--- config.mk ---
export PLATFORM = sky130hd
export DESIGN_NAME = mem_arbiter
export DESIGN_NICKNAME = d
export VERILOG_FILES = /design/src/rtl/minrv32_mem_pkg.sv /design/src/rtl/mem_arbiter_rr.sv /design/src/rtl/mem_arbiter.sv
export SDC_FILE = /design/constraint.sdc
export NUM_CORES = 1
export LEC_CHECK = 0
export CORE_AREA = 5 5 120 122
export DETAILED_ROUTE_END_ITERATION = 10
export DIE_AREA = 0 0 125 127
export PLACE_DENSITY_LB_ADDON = 0.15
export SLEW_MARGIN = 20
export SYNTH_ARGS = -nofsm -noshare
export SYNTH_HDL_FRONTEND = slang
export SYNTH_SLANG_ARGS = --single-unit
--- constraint.sdc ---
create_clock -name clock -period 2.54 [get_ports clock]
set_input_delay 0.508 -clock clock [delete_from_list [all_inputs] [get_ports clock]]
set_output_delay 0.508 -clock clock [all_outputs]
set_load 0.02 [all_outputs]
--- src/rtl/minrv32_mem_pkg.sv ---
// Shared definitions for the minrv32 memory arbiter: FSM state encoding
// and bus width constants.
package minrv32_mem_pkg;

    localparam int ADDR_W = 32;
    localparam int DATA_W = 32;
    localparam int STRB_W = 4;

    // Arbiter FSM states: idle, or serving master 0 / master 1.
    typedef enum logic [1:0] {
        IDLE  = 2'd0,
        BUSY0 = 2'd1,
        BUSY1 = 2'd2
    } arb_state_e;

endpackage

--- src/rtl/mem_arbiter_rr.sv ---
// Two-way round-robin picker. On a tie the master that was not granted
// last time wins; a lone request always wins.
module mem_arbiter_rr
    import minrv32_mem_pkg::*;
(
    input  logic [1:0] req_i,
    input  logic       last_grant_i,
    output logic       gnt_valid_o,
    output logic       gnt_idx_o
);

    // Pick the winning master index from the current requests.
    always_comb begin
        gnt_valid_o = 1'b0;
        gnt_idx_o   = 1'b0;
        case (req_i)
            2'b01: begin
                gnt_valid_o = 1'b1;
                gnt_idx_o   = 1'b0;
            end
            2'b10: begin
                gnt_valid_o = 1'b1;
                gnt_idx_o   = 1'b1;
            end
            2'b11: begin
                gnt_valid_o = 1'b1;
                gnt_idx_o   = ~last_grant_i;
            end
            default: begin
                gnt_valid_o = 1'b0;
                gnt_idx_o   = 1'b0;
            end
        endcase
    end

endmodule

--- src/rtl/mem_arbiter.sv ---
// Two-master memory arbiter (fetch = master 0, data = master 1) in front of
// a single downstream memory port. One transaction at a time; a watchdog
// forces completion when memory stalls for TIMEOUT_CYCLES busy cycles.
module mem_arbiter
    import minrv32_mem_pkg::*;
#(
    parameter int TIMEOUT_CYCLES = 255
) (
    input  logic              clock,
    input  logic              reset,

    input  logic              m0_valid,
    input  logic              m0_instr,
    input  logic [ADDR_W-1:0] m0_addr,
    input  logic [DATA_W-1:0] m0_wdata,
    input  logic [STRB_W-1:0] m0_wstrb,
    output logic              m0_ready,
    output logic [DATA_W-1:0] m0_rdata,

    input  logic              m1_valid,
    input  logic              m1_instr,
    input  logic [ADDR_W-1:0] m1_addr,
    input  logic [DATA_W-1:0] m1_wdata,
    input  logic [STRB_W-1:0] m1_wstrb,
    output logic              m1_ready,
    output logic [DATA_W-1:0] m1_rdata,

    output logic              mem_valid,
    output logic              mem_instr,
    output logic [ADDR_W-1:0] mem_addr,
    output logic [DATA_W-1:0] mem_wdata,
    output logic [STRB_W-1:0] mem_wstrb,
    input  logic              mem_ready,
    input  logic [DATA_W-1:0] mem_rdata,

    output logic              busy,
    output logic              grant,
    output logic              timeout
);

    // Counter just wide enough to hold TIMEOUT_CYCLES (at least one bit).
    localparam int CNT_W = (TIMEOUT_CYCLES < 2) ? 1 : $clog2(TIMEOUT_CYCLES + 1);
    localparam logic [CNT_W-1:0] CNT_LAST =
        (TIMEOUT_CYCLES == 0) ? '0 : CNT_W'(TIMEOUT_CYCLES - 1);
    localparam logic TIMEOUT_EN = (TIMEOUT_CYCLES != 0);

    arb_state_e       state_q, state_d;
    logic [CNT_W-1:0] cnt_q, cnt_d;
    logic             last_grant_q, last_grant_d;

    logic             rr_valid_s;
    logic             rr_idx_s;
    logic             sel_s;
    logic             to_hit_s;

    mem_arbiter_rr u_rr (
        .req_i        ({m1_valid, m0_valid}),
        .last_grant_i (last_grant_q),
        .gnt_valid_o  (rr_valid_s),
        .gnt_idx_o    (rr_idx_s)
    );

    // The current busy cycle is the TIMEOUT_CYCLES-th one without mem_ready.
    assign to_hit_s = TIMEOUT_EN && (cnt_q == CNT_LAST);
    assign sel_s    = (state_q == BUSY1);

    // State, stall counter and round-robin history registers.
    always_ff @(posedge clock) begin
        if (reset) begin
            state_q      <= IDLE;
            cnt_q        <= '0;
            last_grant_q <= 1'b1;
        end else begin
            state_q      <= state_d;
            cnt_q        <= cnt_d;
            last_grant_q <= last_grant_d;
        end
    end

    // Next-state logic, downstream request mux and completion routing.
    always_comb begin
        state_d      = state_q;
        cnt_d        = cnt_q;
        last_grant_d = last_grant_q;
        mem_valid    = 1'b0;
        mem_instr    = 1'b0;
        mem_addr     = '0;
        mem_wdata    = '0;
        mem_wstrb    = '0;
        m0_ready     = 1'b0;
        m0_rdata     = '0;
        m1_ready     = 1'b0;
        m1_rdata     = '0;
        busy         = 1'b0;
        grant        = 1'b0;
        timeout      = 1'b0;

        case (state_q)
            IDLE: begin
                // Counter starts from zero on every entry to a busy state;
                // mem_ready is deliberately ignored here.
                cnt_d = '0;
                if (rr_valid_s) begin
                    state_d      = rr_idx_s ? BUSY1 : BUSY0;
                    last_grant_d = rr_idx_s;
                end else begin
                    state_d = IDLE;
                end
            end
            BUSY0, BUSY1: begin
                busy      = 1'b1;
                grant     = sel_s;
                mem_valid = 1'b1;
                if (sel_s) begin
                    mem_instr = m1_instr;
                    mem_addr  = m1_addr;
                    mem_wdata = m1_wdata;
                    mem_wstrb = m1_wstrb;
                end else begin
                    mem_instr = m0_instr;
                    mem_addr  = m0_addr;
                    mem_wdata = m0_wdata;
                    mem_wstrb = m0_wstrb;
                end

                if (mem_ready) begin
                    // Normal completion beats a coincident timeout.
                    state_d = IDLE;
                    if (sel_s) begin
                        m1_ready = 1'b1;
                        m1_rdata = mem_rdata;
                    end else begin
                        m0_ready = 1'b1;
                        m0_rdata = mem_rdata;
                    end
                end else if (to_hit_s) begin
                    // Forced completion with zero read data.
                    state_d = IDLE;
                    timeout = 1'b1;
                    if (sel_s) begin
                        m1_ready = 1'b1;
                    end else begin
                        m0_ready = 1'b1;
                    end
                end else begin
                    cnt_d = cnt_q + CNT_W'(1);
                end
            end
            default: begin
                state_d = IDLE;
                cnt_d   = '0;
            end
        endcase
    end

endmodule

==> results.yml, run 1 <==
synthesis:
  netlist_instances: 340
  async_flop_share_pct: 0
  yosysWarnings: 0
  synth.avg_cell_area_um2: 6.135
  post_synth_num_cell_types: 33
  syn_area_um2: 2086
  seq_area_frac_synth_pct: 10.56
  synth_edf_count: 0
  netlist_top_cells_area: "mux2i_1 (35%), nor2_1 (24%), dfxtp_1 (11%), nand2_1 (7.6%), clkbuf_1 (2.9%)"
  synth_ff_type: "dfxtp_1"
  synth_nets: 519
  yosysTopAreaCell: "mux2i_1"
  yosys_register_bits: 11
  synth_top_area_share_pct: 35.03
cells_and_area:
  nets: 824
  layout_common_cells: "clkdlybuf4s50_1 (177), nor2_1 (135), dlygate4sd2_1 (135), mux2i_1 (73), nand2_1 (42)"
  drive_gt1_share_pct: 4.037
  syn_to_final_growth_pct: 161.5
  diodes: 0
  layout_commonest_cell: "clkdlybuf4s50_1"
  finish.utilization_pct: 41.69
timing:
  fmax_mhz: 412.1
  hold_violations: 0
  finalCritPeriodShare_pct: 95.54
  rsz0062_at_grt: "false"
  slew_violations: 0
  worst_clock_skew_ns: 0.002966
  timing.slew.headroom_pct: 63.53
  tightest_slew_ns: 0.5459
  setup_viol: 0
  period_needed_ns: 2.427
worst_setup_path:
  crit_path_top_delay_cell: "clkdlybuf4s50_1"
  critPathMaxFanout: 26
  cp_cell_sequence: "clkdlybuf4s50_1, buf_12, nand2_1, nor2_1, dlygate4sd2_1"
  criticalPathCategory: "primary input to primary output"
  cpPeakStageDelay_ns: 0.57
  critPathTopFamily: "buffers and inverters"
  crit_buf_inv: 3
  cp-end-kind: "primary output"
  cp.arrival_ns: 1.92
  critPathLaunchType: "primary input"
  required_ns: 2.03
route:
  drtIter0Drc: 100
  routedWlPerCell_um: 16.78
  first_pass_iters: 4
  num_vias: 3473
  finalWirelength_um: 13760
  ant_nets: 0
  viasPerCell: 4.235
  drc: 0
power:
  power_uw: 1647
  vdd_drop_max_mv: 0.1650
  leakage_uw: 0.002579
  p_per_area_nw_per_um2: 302.0
placement:
  port_buffers: 313
  place_congestion: 0.8879
  hpwl_um: 12080
clock_tree:
  cts_setup_buffers: 0
  htreeDepth: 1
  cts_resized: 136
  cts_max_path_buffers: 2
  cts_root_buf: "clkbuf_16"
  cts_tree: "built"
  ctsHoldBuffers: 0
  clkLatencyLatePin_ns: 0.24
  clkTransAtPathRegs_ns: 0.04
  cts_num_sinks: 11
  cts-buffers-inserted: 3
global_routing:
  grtUsageTotal_pct: 15.70
  grt_antenna_before_repair: 0
  gr-total-overflow: 0
  grt_pass1_vias: 3513
  grt_max_degree: 43
  grt_pass1_wl_um: 19830
floorplanning:
  die_h_um: 127
  start_util_pct: 15.94
  rows: 42
  dieArea_um2: 15880
  die_x_um: 125
  io_pins: 314
  coreArea_um2: 13090
min_path:
  min_path_type: "flip-flop to flip-flop"
run_status:
  status: "finished clean"
flow_run:
  max-cap-violations: 0
==> where the power goes <==
part / switching, µW / total (µW) / internal, µW / leakage (µW)
Clock: 79.5 / 290 / 211 / 0.0000382
Sequential: 4.00 / 183 / 179 / 0.0000892
Combinational: 595 / 1170 / 578 / 0.00245
==> per-layer routing <==
metal	routed length [µm]	up-vias	track usage, %	share of wire [%]
met5	0	-	0	0
met4	318	0	4.273	2.3
met3	1435	17	5.718	10
met2	7162	223	30.75	52
met1	4841	1511	15.54	35
li1	-	1722	-	-
==> sequential cells by signal, indices dropped and copies added, names as in the netlist <==
name / flops
cnt_q: 8
last_grant_q: 1
state_q: 2
==> final timing paths <==
kind | slack (ns) | depth (start not counted) | endpoint | from
worst min-delay path | 0.47 | 2 | state_q[0] | state_q[0]
worst max register to register | 0.74 | 6 | cnt_q[2] | state_q[0]
worst min register to register | 0.47 | 2 | state_q[0] | state_q[0]
worst max-delay path | 0.11 | 5 | m1_rdata[21] | mem_ready
==> worst register-to-register path, stage by stage, from the launching register on <==
cell     delay, ns
dfxtp_1       0.32
inv_1         0.08
ha_2          0.41
buf_4         0.14
nor2b_1       0.45
o21ai_0       0.17
a31oi_1       0.16
==> cell usage after synthesis, types with 2 or more instances <==
cell type / count
nor2_1: 135
mux2i_1: 73
nand2_1: 42
clkbuf_1: 16
dfxtp_1: 11
buf_2: 8
nand2b_1: 6
a21oi_1: 4
ha_1: 4
inv_1: 4
nor2b_1: 4
buf_1: 3
buf_4: 3
o21ai_0: 3
a31oi_1: 2
and4_1: 2
nand3_1: 2
nand4b_1: 2
or3_1: 2
==> logic make-up (layout without fill, tap and decap cells) <==
group / after synthesis / in the layout / share of synthesized area, %
AOI/OAI and AO/OA: 15 / 15 / 4.739
adders and majority gates: 4 / 4 / 2.400
buffers and inverters: 35 / 339 / 7.318
DFF: 11 / 11 / 10.56
muxes: 73 / 73 / 35.03
and+or+nand+nor: 202 / 202 / 39.95
==> per-stage QoR <==
step                instance area (µm²)  setup TNS, ns  cells  hold slack, ns  worst slack [ns]
CTS                                5455              0    820          0.4772           0.09080
floorplan                          2086              0    340          0.4480            0.1519
finish                             5455              0    820          0.4726            0.1133
global placement                   5543         -4.689    816          0.4632           -0.1983
detailed placement                 5543         -5.347    816          0.4703           -0.1901
global route                       5455              0    820          0.5045           0.01157
==> area by class of cell <==
| cell class | instances | area (µm²) |
|---|---|---|
| Clock buffer | 4 | 78.83 |
| Fill cell | 1384 | 7630 |
| Inverter | 5 | 18.77 |
| Multi-Input combinational cell | 294 | 1728 |
| Sequential cell | 11 | 220.2 |
| Tap cell | 176 | 220.2 |
| Timing Repair Buffer | 330 | 3189 |
(Power assumes the default switching activity.)
==> inputs of run 2 (changes only) <==
ABC_AREA = 1   (was not set)
CORE_AREA = 5 5 119 121   (was 5 5 120 122)
DIE_AREA = 0 0 124 126   (was 0 0 125 127)
==> results.yml, run 2 <==
cells_and_area:
  diodes: 0
  layout_common_cells: "clkdlybuf4s50_1 (176), inv_1 (111), clkbuf_2 (79), nand3_1 (78), o21ai_2 (50)"
  finish.utilization_pct: 44.22
  layout_commonest_cell: "clkdlybuf4s50_1"
  largest-register: "cnt_q"
  largest_reg_flops: 8
  nets: 925
  drive_gt1_share_pct: 27.79
  syn_to_final_growth_pct: 122.1
  reg_top3: "cnt_q x8, state_q x2, last_grant_q x1"
timing:
  hold_violations: 0
  setup_ws_ns: 0.07113
  finalCritPeriodShare_pct: 97.20
  slew_violations: 0
  setup_viol: 0
  fmax_mhz: 405.0
  hold_slack_ns: 0.5076
  timing.slew.headroom_pct: 78.90
  worst_clock_skew_ns: 0.001320
  tightest_slew_ns: 0.3153
  period_needed_ns: 2.469
clock_tree:
  cts_root_buf: "clkbuf_16"
  htreeDepth: 1
  cts_tree: "built"
  clkLatencyLatePin_ns: 0.24
  cts_setup_buffers: 0
  cts-buffers-inserted: 3
  clkTransAtPathRegs_ns: 0.04
  ctsHoldBuffers: 0
  cts_max_path_buffers: 2
  cts_num_sinks: 11
floorplanning:
  dieArea_um2: 15620
  die_h_um: 126
  io_pins: 314
  die_x_um: 124
  coreArea_um2: 12980
  start_util_pct: 19.91
  rows: 42
placement:
  hpwl_um: 12060
  port_buffers: 313
  place_congestion: 0.8275
  pre_cts_slack_ns: -0.1596
worst_setup_path:
  cpPeakStageDelay_ns: 0.37
  critPathMaxFanout: 15
  cp-end-kind: "primary output"
  critPathLaunchType: "flip-flop"
  criticalPathCategory: "flip-flop to primary output"
  required_ns: 2.03
  crit_path_top_delay_cell: "dlygate4sd2_1"
  cp_cell_sequence: "inv_1, ha_2, inv_2, or2_4, buf_12, o21ai_2, dlygate4sd2_1"
  cp.arrival_ns: 1.96
global_routing:
  grtUsageTotal_pct: 17.06
  grt_antenna_before_repair: 0
  grt_pass1_wl_um: 21470
  grt_pass1_vias: 3985
  gr-total-overflow: 0
  grt_max_degree: 40
route:
  num_vias: 3956
  finalWirelength_um: 14210
  drtIter0Drc: 139
  first_pass_iters: 4
  drc: 0
  ant_nets: 0
  routedWlPerCell_um: 15.43
  viasPerCell: 4.295
synthesis:
  ys_top_cells_by_count: "inv_1 (111), nand3_1 (78), o21ai_2 (50)"
  netlist_top_cells_area: "o21ai_2 (17%), inv_1 (16%), nand3_1 (15%), nor3_2 (11%), dfxtp_1 (8.5%)"
  seq_area_frac_synth_pct: 8.523
  synth.most_common_cell: "inv_1"
  post_synth_num_cell_types: 24
  async_flop_share_pct: 0
  synth_nets: 620
  netlist_instances: 441
  yosysWarnings: 0
  syn_area_um2: 2584
  synth_edf_count: 0
  yosys_register_bits: 11
  yosysTopAreaCell: "o21ai_2"
  synth_ff_type: "dfxtp_1"
  synth.avg_cell_area_um2: 5.859
  synth_top_area_share_pct: 16.95
power:
  power_uw: 2846
  p_per_area_nw_per_um2: 495.8
  leakage_uw: 0.002759
  vdd_drop_max_mv: 0.2405
min_path:
  min_path_type: "flip-flop to flip-flop"
flow_run:
  max-cap-violations: 0
run_status:
  status: "finished clean"
-- run 2: cell count changes in the layout (fill, tap and decap cells not counted), sizes merged, moves of 73 or more --
cell,before,now
clkbuf,4,83
dlygate4sd2,135,12
inv,5,114
mux2i,73,0
nand3,2,78
nor2,135,18
-- run 2: logic make-up after synthesis --
family | count (synthesis) | share of synthesized area [%]
and+or+nand+nor | 193 | 40.87
xor gates and xnor gates | 3 | 1.017
DFF | 11 | 8.523
adders and majority gates | 4 | 1.937
buffers and inverters | 152 | 25.23
AOI/OAI and AO/OA | 78 | 22.42
-- run 2: per-stage QoR --
step	area [µm²]	cells	setup TNS, ns
finish	5739	921	0
global route	5739	921	-0.0006406
CTS	6032	921	0
detailed placement	6043	916	-6.573
global placement	6043	916	-5.779
floorplan	2584	441	0
-- run 2: repair_timing --
item / in CTS / in global routing
endpoints found under the setup margin: 128 / 126
gates resized for setup: 157 / 218
pin swaps: 0 / 0
gates cloned: 1 / 0
-- run 2: final cells by class --
type | instances | area [µm²]
fillers | 1387 | 7241
repair buffers | 338 | 3073
multi-input cells | 278 | 1719
inverters | 114 | 427.9
flip-flops and latches | 11 | 220.2
well taps | 176 | 220.2
clock buffers | 4 | 78.83
-- run 2: final timing paths --
kind,startpoint,to,slack (ns),cells past startpoint
setup / recovery,state_q[0],mem_wdata[19],0.07,7
hold / removal,state_q[0],state_q[0],0.51,2
setup reg to reg,state_q[0],cnt_q[7],1.04,7
hold reg to reg,state_q[0],state_q[0],0.51,2
-- run 2: where the power goes --
group / leakage (µW) / switching (µW) / internal, µW
Combinational: 0.00263 / 1380 / 985
Sequential: 0.0000894 / 7.98 / 185
Clock: 0.0000382 / 74.0 / 210
Total: 0.00276 / 1460 / 1380
-- run 2: critical path: cells and delay by family, from the launching register on --
kind                       cells  cell delay (ns)
DFF                            1             0.31
adders and majority gates      1             0.34
AOI/OAI and AO/OA              1             0.10
and+or+nand+nor                1             0.31
buffers and inverters          4             0.66
-- run 2: routing by layer --
metal | GRT usage (%) | routed length, µm | part of all wire (%)
met5 | 0 | 0 | 0
met4 | 3.673 | 246 | 1.7
met3 | 5.605 | 1551 | 11
met2 | 32.61 | 7605 | 54
met1 | 17.77 | 4809 | 34
==> inputs of run 3 (changes only) <==
SETUP_SLACK_MARGIN = 0.4   (was not set)
SLEW_MARGIN = not set   (was 20)
==> results.yml, run 3 (synthesis gave the netlist of run 2 again) <==
run_status:
  status: "finished clean"
timing:
  rsz0062_at_grt: "true"
  setup_ws_ns: 0.1870
  timing.slew.headroom_pct: 76.19
  hold_violations: 0
  worst_clock_skew_ns: 0.002993
  hold_slack_ns: 0.4943
  fmax_mhz: 425.0
  finalSetupTns_ns: 0
  finalCritPeriodShare_pct: 92.64
  period_needed_ns: 2.353
  setup_viol: 0
  slew_violations: 0
  tightest_slew_ns: 0.3572
placement:
  dpl_cell_area_um2: 6305
  place_congestion: 0.8339
  hpwl_um: 12520
  pre_cts_slack_ns: -0.1503
  port_buffers: 313
global_routing:
  grt_util_met3_pct: 3.991
  grt_pass1_wl_um: 22760
  gr-total-overflow: 0
  grtUsageTotal_pct: 18.34
  grt_use_met2_pct: 35.92
  grt_max_degree: 71
  grt_pass1_vias: 4132
  grt_busiest_layer: "met2"
  grt_use_met1_pct: 19.53
  grt_antenna_before_repair: 0
route:
  ant_nets: 0
  routedWlPerCell_um: 17.31
  num_vias: 4068
  drtIter0Drc: 128
  finalWirelength_um: 16060
  drc: 0
  viasPerCell: 4.384
  first_pass_iters: 4
floorplanning:
  die_x_um: 124
  rows: 42
  die_h_um: 126
  coreArea_um2: 12980
  start_util_pct: 19.91
  dieArea_um2: 15620
  io_pins: 314
power:
  switching_share_pct: 49.53
  p_int_uw: 1781
  p_switching_uw: 1748
  vdd_drop_max_mv: 0.1994
  p_per_area_nw_per_um2: 545.9
  pwr-share-clk_pct: 8.2
  p_comb_share_pct: 86.2
  leakage_uw: 0.003044
  p_seq_share_pct: 5.5
worst_setup_path:
  cp_common_cell: "buf_6"
  cp-end-kind: "primary output"
  required_ns: 2.03
  crit_buf_inv: 5
  critPathMaxFanout: 7
  criticalPathCategory: "flip-flop to primary output"
  cp_cell_sequence: "inv_2, ha_4, inv_4, or2_4, buf_12, buf_6, o21ai_4, buf_6"
  crit_path_top_delay_cell: "or2_4"
  cp.arrival_ns: 1.85
  critPathLaunchType: "flip-flop"
  cpPeakStageDelay_ns: 0.33
  critPathTopFamily: "buffers and inverters"
cells_and_area:
  largest_reg_flops: 8
  syn_to_final_growth_pct: 150.2
  reg_top3: "cnt_q x8, state_q x2, last_grant_q x1"
  nets: 932
  diodes: 0
  drive_gt1_share_pct: 38.83
  finish.utilization_pct: 49.80
  fin_area_um2: 6464
  layout_commonest_cell: "clkdlybuf4s50_1"
  largest-register: "cnt_q"
  layout_common_cells: "clkdlybuf4s50_1 (173), inv_1 (109), buf_4 (81), nand3_1 (78), o21ai_2 (55)"
clock_tree:
  cts-buffers-inserted: 3
  clkTransAtPathRegs_ns: 0.04
  cts_tree: "built"
  cts_num_sinks: 11
  htreeDepth: 1
  cts_max_path_buffers: 2
  cts_root_buf: "clkbuf_16"
  clkLatencyLatePin_ns: 0.24
  ctsHoldBuffers: 0
flow_run:
  max-cap-violations: 0
min_path:
  min_path_type: "flip-flop to flip-flop"
run 3: worst reg2reg max path, delay by kind of cell (launching register included):
| kind | cells | cell delay (ns) |
|---|---|---|
| buffers and inverters | 5 | 0.48 |
| DFF | 1 | 0.32 |
| adders and majority gates | 1 | 0.28 |
| and+or+nand+nor | 1 | 0.25 |
| AOI/OAI and AO/OA | 1 | 0.15 |
run 3: power groups by stage:
stage	sequential [µW]	clock [µW]	combinational, µW
4_1_cts	196	299	2650
5_1_grt	197	305	3210
3_3_place_gp	198	0	2690
3_5_place_dp	199	0	2710
2_1_floorplan	197	0	1540
6_report	196	291	3040
run 3: area by class of cell:
| cell class | instances | area, µm² |
|---|---|---|
| clock buffer | 4 | 78.83 |
| tap | 176 | 220.2 |
| sequential | 11 | 222.7 |
| fill | 1303 | 6516 |
| inverter | 114 | 432.9 |
| timing repair buffer | 344 | 3357 |
| multi-input combinational | 279 | 2152 |
run 3: worst paths after layout:
check	startpoint	to	slack (ns)	cells after the start
worst max-delay path	state_q[0]	mem_addr[8]	0.19	8
worst max register to register	state_q[0]	cnt_q[3]	0.99	8
worst min register to register	last_grant_q	last_grant_q	0.49	2
worst min-delay path	last_grant_q	last_grant_q	0.49	2
run 3: repair_timing:
action                                 4_1_cts  5_1_grt
endpoints found under the hold margin        0        0
resized for setup                          385      348
setup buffers                                1        2
pin swaps                                    0        5
setup endpoints to repair                  139      139
gates cloned                                 1        9
run 3: layer usage:
layer	vias to the layer above	wire [µm]
met4	0	275
met1	1848	5698
li1	2035	-
met3	19	1220
met2	166	8866
met5	-	0
run 3: per-stage QoR:
stage / instances / total power (µW)
floorplan: 441 / 1742
global placement: 911 / 2891
detailed placement: 911 / 2912
CTS: 917 / 3147
global route: 928 / 3713
finish: 928 / 3529
